==> config.mk <==
export PLATFORM = sky130hd
export DESIGN_NAME = bist_controller
export DESIGN_NICKNAME = d
export VERILOG_FILES = /design/src/rtl/bist_pkg.sv /design/src/rtl/bist_misr.sv /design/src/rtl/bist_controller.sv
export SDC_FILE = /design/constraint.sdc
export NUM_CORES = 1
export LEC_CHECK = 0
export CORE_MARGIN = 2
export CORE_UTILIZATION = 48
export DETAILED_ROUTE_END_ITERATION = 7
export PLACE_DENSITY_LB_ADDON = 0.3
export SETUP_SLACK_MARGIN = 0.3
export SYNTH_ARGS = -nofsm -noshare
export SYNTH_HDL_FRONTEND = slang
export SYNTH_SLANG_ARGS = --single-unit
==> constraint.sdc <==
create_clock -name clk -period 2.2 [get_ports clk]
set_clock_uncertainty 0.15 [all_clocks]
set_input_delay 0.22 -clock clk [delete_from_list [all_inputs] [get_ports clk]]
set_output_delay 0.22 -clock clk [all_outputs]
set_load 0.1 [all_outputs]
==> src/rtl/bist_pkg.sv <==
// Shared types and LFSR helpers for the BIST controller and its MISR.
package bist_pkg;

    localparam int unsigned WIDTH = 16;
    localparam logic [WIDTH-1:0] POLY_TAPS = 16'h0070;

    typedef enum logic [2:0] {
        ST_IDLE,
        ST_SEED,
        ST_RUN,
        ST_DRAIN,
        ST_COMPARE,
        ST_DONE
    } state_e;

    // Galois step for x^16+x^6+x^5+x^4+1: rotate left, fold feedback into taps 6..4.
    function automatic logic [WIDTH-1:0] galois_step(input logic [WIDTH-1:0] v);
        return {v[WIDTH-2:0], v[WIDTH-1]} ^ (v[WIDTH-1] ? POLY_TAPS : '0);
    endfunction

endpackage

==> src/rtl/bist_misr.sv <==
// 16-bit multiple-input signature register compacting CUT responses.
module bist_misr
    import bist_pkg::*;
(
    input  logic             clk,
    input  logic             reset_n,
    input  logic             clear,
    input  logic             enable,
    input  logic [WIDTH-1:0] data_in,
    output logic [WIDTH-1:0] sig_out
);

    logic [WIDTH-1:0] misr_d;
    logic [WIDTH-1:0] misr_q;

    always_comb begin
        misr_d = misr_q;
        if (clear) begin
            misr_d = '0;
        end else if (enable) begin
            misr_d = galois_step(misr_q) ^ data_in;
        end
    end

    always_ff @(posedge clk or negedge reset_n) begin
        if (!reset_n) begin
            misr_q <= '0;
        end else begin
            misr_q <= misr_d;
        end
    end

    assign sig_out = misr_q;

endmodule

==> src/rtl/bist_controller.sv <==
// Logic BIST sequencer: PRPG patterns into the CUT, MISR compaction, golden compare.
module bist_controller
    import bist_pkg::*;
#(
    parameter int unsigned      PATTERN_COUNT = 1024,
    parameter int unsigned      CUT_LATENCY   = 2,
    parameter logic [WIDTH-1:0] SEED          = 16'hFFFF,
    parameter logic [WIDTH-1:0] GOLDEN_SIG    = 16'h0000
) (
    input  logic             clk,
    input  logic             reset_n,
    input  logic             start,
    input  logic             abort,
    output logic             bist_mode,
    output logic [WIDTH-1:0] cut_pattern,
    output logic             cut_valid,
    input  logic [WIDTH-1:0] cut_response,
    output logic             busy,
    output logic             done,
    output logic             pass,
    output logic [WIDTH-1:0] signature
);

    localparam logic [WIDTH-1:0] LAST_PAT   = WIDTH'(PATTERN_COUNT - 1);
    localparam logic [WIDTH-1:0] LAST_DRAIN = WIDTH'(CUT_LATENCY - 1);

    state_e                 state_d, state_q;
    logic [WIDTH-1:0]       prpg_d, prpg_q;
    logic [WIDTH-1:0]       cnt_d, cnt_q;
    logic [CUT_LATENCY-1:0] vpipe_d, vpipe_q;
    logic                   busy_d, busy_q;
    logic                   cut_valid_d, cut_valid_q;
    logic                   done_d, done_q;
    logic                   pass_d, pass_q;
    logic [WIDTH-1:0]       sig_d, sig_q;
    logic                   misr_clear;
    logic [WIDTH-1:0]       misr_sig;

    bist_misr u_misr (
        .clk     (clk),
        .reset_n (reset_n),
        .clear   (misr_clear),
        .enable  (vpipe_q[CUT_LATENCY-1]),
        .data_in (cut_response),
        .sig_out (misr_sig)
    );

    // Next-state and datapath updates; abort overrides everything at the end.
    always_comb begin
        state_d    = state_q;
        prpg_d     = prpg_q;
        cnt_d      = cnt_q;
        vpipe_d    = CUT_LATENCY'({vpipe_q, cut_valid_q});
        pass_d     = pass_q;
        sig_d      = sig_q;
        misr_clear = 1'b0;

        case (state_q)
            ST_IDLE: begin
                if (start) state_d = ST_SEED;
            end
            ST_SEED: begin
                prpg_d     = SEED;
                cnt_d      = '0;
                vpipe_d    = '0;
                misr_clear = 1'b1;
                pass_d     = 1'b0;
                sig_d      = '0;
                state_d    = ST_RUN;
            end
            ST_RUN: begin
                cnt_d = cnt_q + WIDTH'(1);
                if (cnt_q == LAST_PAT) begin
                    cnt_d   = '0;
                    state_d = ST_DRAIN;
                end else begin
                    // Last pattern stays on cut_pattern through DRAIN.
                    prpg_d = galois_step(prpg_q);
                end
            end
            ST_DRAIN: begin
                cnt_d = cnt_q + WIDTH'(1);
                if (cnt_q == LAST_DRAIN) state_d = ST_COMPARE;
            end
            ST_COMPARE: begin
                sig_d   = misr_sig;
                pass_d  = (misr_sig == GOLDEN_SIG);
                state_d = ST_DONE;
            end
            ST_DONE: begin
                state_d = start ? ST_SEED : ST_IDLE;
            end
            default: begin
                state_d = ST_IDLE;
            end
        endcase

        if (abort) begin
            state_d = ST_IDLE;
            vpipe_d = '0;
            pass_d  = pass_q;
            sig_d   = sig_q;
        end

        busy_d      = (state_d inside {ST_SEED, ST_RUN, ST_DRAIN, ST_COMPARE});
        cut_valid_d = (state_d == ST_RUN);
        done_d      = (state_d == ST_DONE);
    end

    always_ff @(posedge clk or negedge reset_n) begin
        if (!reset_n) begin
            state_q     <= ST_IDLE;
            prpg_q      <= SEED;
            cnt_q       <= '0;
            vpipe_q     <= '0;
            busy_q      <= 1'b0;
            cut_valid_q <= 1'b0;
            done_q      <= 1'b0;
            pass_q      <= 1'b0;
            sig_q       <= '0;
        end else begin
            state_q     <= state_d;
            prpg_q      <= prpg_d;
            cnt_q       <= cnt_d;
            vpipe_q     <= vpipe_d;
            busy_q      <= busy_d;
            cut_valid_q <= cut_valid_d;
            done_q      <= done_d;
            pass_q      <= pass_d;
            sig_q       <= sig_d;
        end
    end

    assign bist_mode   = busy_q;
    assign busy        = busy_q;
    assign cut_pattern = prpg_q;
    assign cut_valid   = cut_valid_q;
    assign done        = done_q;
    assign pass        = pass_q;
    assign signature   = sig_q;

endmodule

==> run metrics <==
setup TNS=0 ns; clock buffer count from CTS=9; RSZ-0062 raised after global routing=yes; routed len/inst=16.6 um; sequential area share after synthesis=55.5%; Mapped Area=3330 um2; crit path kind=reg2reg; NetSw=1.22 mW; clock buffer depth=2; Peak Freq=0.495 GHz; Slowest cell on crit path=or4_4; placed instance area=3900 um2; Reg clk slew, reported paths=0.08 ns; Fillers=516; dpl ws=0.129 ns; Initial DRT Pass Iterations=4; crit-path cells=or4_4, nand4b_1, o31ai_2, nand3_1, xor2_1; I/O Pins=57; pin count of the biggest net entering global routing=74; Worst EP arrival=2.09 ns; Int Power=2.45 mW; Placer Congestion=0.797; peak fanout along the critical path=3; critical path required time=2.27 ns; Final Cell Area=4550 um2; flops & latches, synth=73; Synthesized Nets=338; grt ovf=0; later-pin clock latency in the skew report=0.34 ns; WL final=7870 um; core area=6760 um2; Antenna Nets Post-Route=0; Setup crit start kind=flip-flop; ANT cells=0; Area Growth Syn to Fin=36.8%; vias in the first global route=2469; commonest non-fill, non-tap cell in the layout=dfrtp_1; final hold vios=0; setup ws final=0.181 ns; maximum vdd drop=0.396 mV; Row Count=30; minimum clock period=2.02 ns; sequential power share=43.8%; first-pass GRT wire length=11800 um; static leakage=1.88 nW; synth unique cells=47; number of synthesized flops with an enable pin=0; Synth Flop Type=dfrtp_1; GRT Total Usage=19.7%; DIE AREA=7620 um2; crit-path max cell delay=0.56 ns; Final #Nets=411; sw frac=33.2%; vias per inst=5.57; Starting Density=49.3%; H-tree depth=3; DR vias=2642; post-route DRC violation count=0; CP bufs+invs=0; commonest non-fill, non-tap cells in the layout=dfrtp_1, buf_4, nor2_1, xnor2_1, clkdlybuf4s50_1; Sink Count=73; Post-synth ARST share=100%; Slew Viols, Final=0; max-cap viol count=0; Final Setup Violations=0; Syn. warnings=0; Synth Instances=316; Chip Width=87.3 um; kind of end point of the critical path=flip-flop; delay-heaviest family, CP=simple AND/OR/NAND/NOR gates; PortBufs=56; Synth Area per Inst=10.5 um2; DP Cell Count=445; CTS tree=yes; initial antenna violation count=0; Tightest Pin Transition=0.746 ns; clock share of power=31.5%; Worst slew margin=49.9%; DPL Wire Length=4620 um; status=finished clean; drt initial violations=154; Tcrit/Tclk final=91.8%; clk root buf=clkbuf_8; non-filler cells, final=474; Hold/Removal Path Class=in2async; combinational power share=24.7%; layout cell share with drive strength beyond 1=36.0%; Die Y=87.3 um; Pwr per Cell Area=805 nW/um2
## final cells by class
type                    count  area (um2)  share of cell area (%)
flip-flops and latches     73        1850                    40.6
well taps                  80         100                    2.20
repair buffers             80         724                    15.9
multi-input cells         219        1640                    36.0
clock inverters             6        90.1                    1.98
clock buffers              10         128                    2.80
inverters                   6        22.5                   0.495
## repair_timing
| item | 4_1_cts | 5_1_grt |
|---|---|---|
| setup endpoints to repair | 31 | 34 |
| endpoints found under the hold margin | 57 | 0 |
| setup buffers | 5 | 3 |
| pin swaps | 1 | 8 |
| hold buffers | 1 | 0 |
| cloned | 1 | 3 |
| gates resized for setup | 8 | 68 |
## kinds of logic (layout without fill, tap and decap cells)
kind of cell               after synthesis  count (layout)  synth area share [%]
and+or+nand+nor                        118             118                  17.1
DFF                                     73              73                  55.5
AOI/OAI and AO/OA                       60              60                  12.9
xor gates and xnor gates                35              35                  9.21
buffers and inverters                   24             102                  3.42
adders and majority gates                3               3                  1.05
muxes                                    3               3                 0.902
## worst paths after layout
path / from / end / slack (ns) / cells past startpoint
max in group asynchronous: reset_n / cut_pattern[11] / 1.27 / 3
worst max register to register: cnt_q[10] / bist_mode / 0.18 / 5
worst max-delay path: cnt_q[10] / bist_mode / 0.18 / 5
worst min register to register: signature[1] / signature[1] / 0.36 / 1
min in group clk: signature[1] / signature[1] / 0.36 / 1
worst min-delay path: reset_n / vpipe_q[0] / 0.29 / 3
## worst min-delay path, cell delays in order
cell	delay, ns
dlygate4sd3_1	0.52
buf_2	0.13
buf_12	0.32
## metal layers
layer / vias up / part of all wire [%] / global-route usage, %
met5: - / 0 / 0
met4: 0 / 0.89 / 5.31
met3: 5 / 3.8 / 5.02
met2: 62 / 49 / 30.7
met1: 1338 / 46 / 27.6
li1: 1237 / - / -
## registers in the layout, summed over array words and instances, names as in the netlist
signal and cells:
bist_mode 1, cut_valid 1, cnt_q 16, done 1
u_misr.sig_out 16, signature 16, cut_pattern 16, state_q 3
pass 1, vpipe_q 2
## through the flow
stage | power (mW) | hold slack (ns) | util (%)
after floorplan | 2.15 | -0.226 | -
after global placement | 2.34 | 0.130 | 57.8
after detailed placement | 2.36 | 0.130 | 57.8
after CTS | 3.55 | 0.310 | 62.6
after global routing | 3.82 | 0.333 | 67.4
final | 3.66 | 0.291 | 67.4
## cells in the mapped netlist, drive strengths merged, types with 7 or more instances
cell type,n,share of area [%]
buf,8,1.6
a211oi,13,2.9
a22o,16,4.2
nor2,66,7.4
nor4,7,1.8
nand3,9,1.5
xnor2,28,7.4
dfrtp,57,43
a21oi,15,2.4
dfstp,16,13
xor2,7,1.8
nand2,12,1.4
clkbuf,10,1.1
## power by group through the flow
stage / Clock [mW] / Sequential, mW / Combinational, mW
2_1_floorplan: 0 / 1.77 / 0.381
3_3_place_gp: 0 / 1.60 / 0.735
3_5_place_dp: 0 / 1.61 / 0.745
4_1_cts: 1.17 / 1.59 / 0.793
5_1_grt: 1.23 / 1.62 / 0.972
6_report: 1.15 / 1.61 / 0.905
Note: power is estimated with default switching activity, not from simulation.
